### src/rtl/instruction_fetcher.sv
// Per-warp instruction fetch stage feeding the decoder.
// Issues one valid/ready read to program memory per WARP_FETCH, latches the
// returned word on `instruction` and holds it through WARP_DECODE. A redirect
// flush discards an in-flight fetch, but a request is never withdrawn before
// memory answers.
// Optional: define INSTRUCTION_FETCHER_REUSE_EN to add a one-entry reuse
// buffer. A repeat fetch of the last completed pc then skips memory.

package instruction_fetcher_pkg;

  typedef enum logic [2:0] {
    WARP_IDLE    = 3'd0,
    WARP_FETCH   = 3'd1,
    WARP_DECODE  = 3'd2,
    WARP_REQUEST = 3'd3,
    WARP_WAIT    = 3'd4,
    WARP_EXECUTE = 3'd5,
    WARP_UPDATE  = 3'd6,
    WARP_DONE    = 3'd7
  } warp_state_t;

  typedef enum logic [1:0] {
    FETCHER_IDLE     = 2'd0,
    FETCHER_FETCHING = 2'd1,
    FETCHER_DONE     = 2'd2,
    FETCHER_FLUSHING = 2'd3
  } fetcher_state_t;

endpackage

module instruction_fetcher
  import instruction_fetcher_pkg::*;
#(
  parameter int PROGRAM_ADDR_WIDTH = 32,
  parameter int INSTRUCTION_WIDTH  = 32
) (
  input  logic                          clk,
  input  logic                          reset,
  input  warp_state_t                   warp_state,
  input  logic [PROGRAM_ADDR_WIDTH-1:0] pc,
  input  logic                          flush,
  output logic                          mem_read_valid,
  output logic [PROGRAM_ADDR_WIDTH-1:0] mem_read_address,
  input  logic                          mem_read_ready,
  input  logic [INSTRUCTION_WIDTH-1:0]  mem_read_data,
  output fetcher_state_t                fetcher_state,
  output logic [INSTRUCTION_WIDTH-1:0]  instruction,
  output logic [15:0]                   fetch_count
);

  fetcher_state_t                state_q, state_d;
  logic                          valid_q, valid_d;
  logic [PROGRAM_ADDR_WIDTH-1:0] addr_q, addr_d;
  logic [INSTRUCTION_WIDTH-1:0]  instr_q, instr_d;
  logic [15:0]                   count_q, count_d;
  logic                          reuse_hit;

`ifdef INSTRUCTION_FETCHER_REUSE_EN
  logic [PROGRAM_ADDR_WIDTH-1:0] last_pc_q, last_pc_d;
  logic                          last_valid_q, last_valid_d;

  // A repeat fetch of the last completed address can be served locally.
  assign reuse_hit = last_valid_q && (pc == last_pc_q);
`else
  assign reuse_hit = 1'b0;
`endif

  // Next-state and next-output logic for the fetch handshake.
  always_comb begin
    // NOTE: every variable gets a default before the case so that no path leaves it unassigned; an unassigned path would infer a latch.
    state_d = state_q;
    valid_d = valid_q;
    addr_d  = addr_q;
    instr_d = instr_q;
    count_d = count_q;
`ifdef INSTRUCTION_FETCHER_REUSE_EN
    last_pc_d    = last_pc_q;
    last_valid_d = flush ? 1'b0 : last_valid_q;
`endif

    case (state_q)
      FETCHER_IDLE: begin
        if (warp_state == WARP_FETCH && !flush) begin
          if (reuse_hit) begin
            // Served from the reuse buffer: instruction already holds the word.
            state_d = FETCHER_DONE;
            count_d = count_q + 16'd1;
          end else begin
            state_d = FETCHER_FETCHING;
            valid_d = 1'b1;
            addr_d  = pc;
          end
        end
      end

      FETCHER_FETCHING: begin
        // Request stays frozen; pc changes are ignored until the next request.
        if (mem_read_ready && !flush) begin
          state_d = FETCHER_DONE;
          valid_d = 1'b0;
          instr_d = mem_read_data;
          count_d = count_q + 16'd1;
`ifdef INSTRUCTION_FETCHER_REUSE_EN
          last_pc_d    = addr_q;
          last_valid_d = 1'b1;
`endif
        end else if (flush && mem_read_ready) begin
          state_d = FETCHER_IDLE;
          valid_d = 1'b0;
        end else if (flush) begin
          state_d = FETCHER_FLUSHING;
        end
      end

      FETCHER_FLUSHING: begin
        // Keep the request up until memory answers, then drop the data.
        if (mem_read_ready) begin
          state_d = FETCHER_IDLE;
          valid_d = 1'b0;
        end
      end

      FETCHER_DONE: begin
        // Decoder samples instruction during WARP_DECODE; flush leaves it stale.
        if (flush || warp_state == WARP_DECODE) begin
          state_d = FETCHER_IDLE;
        end
      end

      default: begin
        state_d = FETCHER_IDLE;
        valid_d = 1'b0;
      end
    endcase
  end

  // State and output registers with synchronous reset.
  always_ff @(posedge clk) begin
    // NOTE: sequential state uses non-blocking assignments so every flop samples the pre-edge values.
    if (reset) begin
      state_q <= FETCHER_IDLE;
      valid_q <= 1'b0;
      addr_q  <= '0;
      instr_q <= '0;
      count_q <= '0;
`ifdef INSTRUCTION_FETCHER_REUSE_EN
      last_pc_q    <= '0;
      last_valid_q <= 1'b0;
`endif
    end else begin
      state_q <= state_d;
      valid_q <= valid_d;
      addr_q  <= addr_d;
      instr_q <= instr_d;
      count_q <= count_d;
`ifdef INSTRUCTION_FETCHER_REUSE_EN
      last_pc_q    <= last_pc_d;
      last_valid_q <= last_valid_d;
`endif
    end
  end

  assign fetcher_state    = state_q;
  assign mem_read_valid   = valid_q;
  assign mem_read_address = addr_q;
  assign instruction      = instr_q;
  assign fetch_count      = count_q;

endmodule

### config.mk
export PLATFORM = sky130hd
export DESIGN_NAME = instruction_fetcher
export DESIGN_NICKNAME = d
export VERILOG_FILES = /design/src/rtl/instruction_fetcher.sv
export SDC_FILE = /design/constraint.sdc
export NUM_CORES = 1
export LEC_CHECK = 0
export CAP_MARGIN = 20
export CELL_PAD_IN_SITES_DETAIL_PLACEMENT = 0
export CELL_PAD_IN_SITES_GLOBAL_PLACEMENT = 1
export CORE_AREA = 2 2 111 113
export DETAILED_ROUTE_END_ITERATION = 8
export DIE_AREA = 0 0 113 115
export PLACE_DENSITY = 0.77
export SYNTH_ARGS = -nofsm -noshare
export SYNTH_HDL_FRONTEND = slang
export SYNTH_SLANG_ARGS = --single-unit
### constraint.sdc
create_clock -name clk -period 1.8 [get_ports clk]
set_input_delay 0.27 -clock clk [delete_from_list [all_inputs] [get_ports clk]]
set_output_delay 0.27 -clock clk [all_outputs]
set_load 0.02 [all_outputs]
Word-level counts from Yosys, hierarchy flattened
Cells that the tools add are included.

Flip-flop bits (word level): 83. Output and inout port bits: 83.

Add/sub/neg operators: 1. Eq/ne operators: 10. Mux-type cells: 12. Reduce and logical (&&, ||, !) cells: 11.

Operators with widths (count): 16-bit by 1-bit adder with 16-bit output (second input constant) (1); 2-bit two-way mux (6); 2-bit one-hot mux with 4 select lines (1); 4-bit AND reduction (2); 2-bit != test (second input constant) (3); 2-bit equality test (second input constant) (2); 1-bit two-way mux (4); 4-bit != test (second input constant) (1); 2-bit AND reduction (2); 3-bit by 1-bit equality test with 1-bit output (second input constant) (1); 3-bit by 2-bit equality test with 1-bit output (second input constant) (1); 1-bit logical AND (3); 3-bit != test (second input constant) (1); 1-bit one-hot mux with 3 select lines (1); 3-bit nonzero test (1); 2-bit by 1-bit equality test with 1-bit output (second input constant) (1); 2-bit logical NOT (1); 1-bit logical NOT (1); 1-bit logical OR (1).

Depth between registers and ports, before layout
Depth in word-level cells: 4. Gate-level depth with buffers: 7.

Least setup slack after synthesis
No wires, ideal clock.

Path kind: register to register. From: reg state_q[1] (netlist: fetcher_state[1]). To: reg count_q[9] (netlist: fetch_count[9]). Library setup time: 0.121 ns. Arrival: 1.570 ns. Data required time: 1.679 ns. Path slack: 0.109 ns. Cell stages (with the launch flop): 7. Buffers on the path: 0. Clock period less this slack: 1.691 ns. Path through: dfxtp_1 > inv_1 > ha_1 > and3b_1 > and2_1 > nand3_1 > mux2_2.

Word-level cells in the longest chain between the ends: 2.

Ends and longest elaborated chain: start, declared (RTL line 51) `fetcher_state_t state_q, state_d;`; start signal, assigned (RTL line 151) `state_q <= state_d;`; 2-bit by 1-bit equality test with 1-bit output (RTL line 81) `case (state_q)`; 2-bit AND reduction (no source line); end signal, assigned (RTL line 155) `count_q <= count_d;`; end, declared (RTL line 55) `logic [15:0] count_q, count_d;`.

No other way between the ends. A chain may end at the register's enable or synchronous reset.

Worst setup path after layout
From: reg count_q[2] (netlist: fetch_count[2]). To: out fetch_count[2].

RTL lines: end, declared (RTL line 48) `output logic [15:0] fetch_count`.

No word-level cell between the ends.

==> flow_summary.toml <==
[route]
avgRoutedWirePerCell_um = 13.3
via_per_inst = 4.49
antenna_left = 0
num_vias = 3175
wirelength_um = 9420
dr.pass1.iters = 6
drt-initial-drc-count = 216
drc = 15

[cells_and_area]
area_growth_pct = 65.7
fin_util_pct = 45.0
instances_no_fill = 707
drive_above_1_share_pct = 7.86
final_nets = 631
final_common_cell = "clkdlybuf4s50_1"
layout_common_cells = "152 x clkdlybuf4s50_1, 134 x nand2_1, 83 x dfxtp_1, 70 x a21oi_1, 19 x nor2_1"
fill_cells = 1192
diodes = 0

[yosys]
ys_warn_count = 0
synth_adder_area_share_pct = 1.95
synthXorXnorAreaFrac_pct = 2.46
async_flop_share_pct = 0
syn_area_mm2 = 0.00321
synth_cell_types = 38
synth_mux_area_share_pct = 1.52
yosysSeqAreaShare_pct = 51.8
syn_inst = 397
synth_ff_type = "dfxtp_1"
synth_top_family_by_area = "simple AND/OR/NAND/NOR gates"
synth_edf_count = 0
syn_avg_cell_area_um2 = 8.08
ys_ff_latch = 83
synth-simple-area-share_pct = 25.3
synth_compound_area_share_pct = 13.4
syn_nets = 473

[worst_setup_path]
cpPeakStageDelay_ns = 0.67
worst_setup_path_start_kind = "flip-flop"
reg2reg_slack_ns = 0.18
cp.required_ns = 1.53
crit_path_end_kind = "output pin"
cp.arrival_ns = 1.47
crit_type = "flip-flop to output pin"
path_buf_inv = 1
path_max_fanout = 7
crit_path_cell_trace = "clkdlybuf4s50_1"
critPathSlowestCell = "clkdlybuf4s50_1"
crit_family = "buffers and inverters"

[global_routing]
grt_max_degree = 38
antenna_found_initial = 0
grt_pass1_vias = 3067
grt_pass1_wl_um = 15200
grt.total_usage_pct = 14.7
grt-ovfl-total = 0

[power]
powerDensity_mw_per_mm2 = 919
switching_share_pct = 26.7
vdd_drop_max_mv = 0.436
power_mw = 4.88
combinationalPowerShare_pct = 21.5
p_int_mw = 3.58
p_clk_share_pct = 37.4
pwr-share-seq_pct = 41.1
switchingPower_mw = 1.30
p_leak_nw = 1.83

[status]
status = "finished with violations"
violations = "design-rule violations"

[floorplanning]
core_area_mm2 = 0.0118
dieArea_mm2 = 0.0130
start_util_pct = 27.2
die_w_um = 113
fp.dieH_um = 115
io_pins = 154
core.rowCount = 40

[cts]
cts_made_buffers = 9
root_buffer = "clkbuf_16"
clock_latency_ns = 0.34
cts_tree = "yes"
htreeDepth = 3
cts.sinks = 83
hold_buffers = 0
cts_buffer_depth = 2
clkTransAtPathRegs_ns = 0.06

[sta]
setup_viol = 0
fin_tns_setup_ns = 0
period_share_pct = 96.5
report.final.slew_viol_count = 0
slew_headroom_pct = 72.1
clock.fmax_mhz = 576
rsz0062_at_grt = "false"
finalHoldViolCount = 0
fin_skew_ns = 0.00582
fin_crit_ns = 1.74
worst_pin_slew_ns = 0.409
whs_ns = 0.329

[placement]
port_buffers = 153
gp_congestion = 0.741
placed_cells = 691
dp_hpwl_um = 6780

[job]
cap_viol_max_count = 0

[worst_hold_path]
worstHoldPathType = "input port to flip-flop"
power by group through the flow:
stage	clock (mW)	combinational (mW)	sequential, mW
6_report	1.83	1.05	2.01
2_1_floorplan	0	0.408	2.16
3_5_place_dp	0	1.04	2.04
5_1_grt	1.98	1.14	2.02
4_1_cts	1.90	1.05	2.00
3_3_place_gp	0	1.03	2.04
through the flow:
step / area [µm²] / setup WS [ns]
floorplan: 3210 / 0.109
global placement: 5000 / -0.205
detailed placement: 5000 / -0.181
CTS: 5300 / 0.0537
global route: 5310 / 0.00297
finish: 5310 / 0.0629
cell type report:
cell class | instances | area [µm²] | area share (%)
sequential | 83 | 1660 | 31.3
clock buffer | 12 | 246 | 4.64
multi-input combinational | 286 | 1450 | 27.2
timing repair buffer | 170 | 1710 | 32.1
inverter | 5 | 18.8 | 0.353
tap | 147 | 184 | 3.46
clock inverter | 4 | 50.0 | 0.942
sequential cells by signal (all words and copies together), names as in the netlist:
name,count
instruction,32
fetch_count,16
mem_read_address,32
mem_read_valid,1
fetcher_state,2
worst paths after layout:
path | start | to | cells past startpoint
worst max-delay path | fetch_count[2]$_SDFFE_PP0P_ | fetch_count[2] | 1
worst min-delay path | reset | fetch_count[10]$_SDFFE_PP0P_ | 2
worst max register to register | fetcher_state[1]$_SDFFE_PP0P_ | fetch_count[13]$_SDFFE_PP0P_ | 6
worst min register to register | mem_read_address[15]$_SDFFE_PP0P_ | mem_read_address[15]$_SDFFE_PP0P_ | 2
Yosys cell counts, types with 2 or more instances:
library cell | instances | area, µm²
nor2_1 | 19 | 71.3
clkbuf_1 | 15 | 56.3
nand3_1 | 6 | 30.0
or3_1 | 2 | 12.5
nor3_1 | 3 | 15.0
o21ai_0 | 2 | 10.0
inv_1 | 5 | 18.8
ha_1 | 5 | 62.6
nand2_1 | 134 | 503
and4_1 | 2 | 17.5
xor2_1 | 5 | 43.8
dfxtp_1 | 83 | 1660
and2_1 | 4 | 25.0
xnor2_1 | 4 | 35.0
nor2b_1 | 3 | 18.8
a21oi_1 | 70 | 350
nand4_1 | 6 | 37.5
buf_2 | 7 | 35.0
mux2_2 | 3 | 33.8
kinds of logic after synthesis:
| kind of cell | after synthesis |
|---|---|
| mux | 4 |
| buf+inv | 28 |
| simple gates | 189 |
| flops | 83 |
| compound gates | 79 |
| fa+ha+maj | 5 |
| xor+xnor | 9 |
metal layers:
metal | share of wire (%) | GRT usage, % | up-vias
met1 | 44 | 18.4 | 1416
met3 | 11 | 6.01 | 14
met5 | 0 | 0 | -
met4 | 1.7 | 6.34 | 0
li1 | - | - | 1625
met2 | 43 | 22.4 | 120
timing repair:
action                     CTS  global route
pin swaps                    0             1
setup endpoints to repair    4             6
hold endpoints to repair     0             0
setup buffers                0             0
gates resized for setup      2             2
Power figures use the tool's default switching activity.
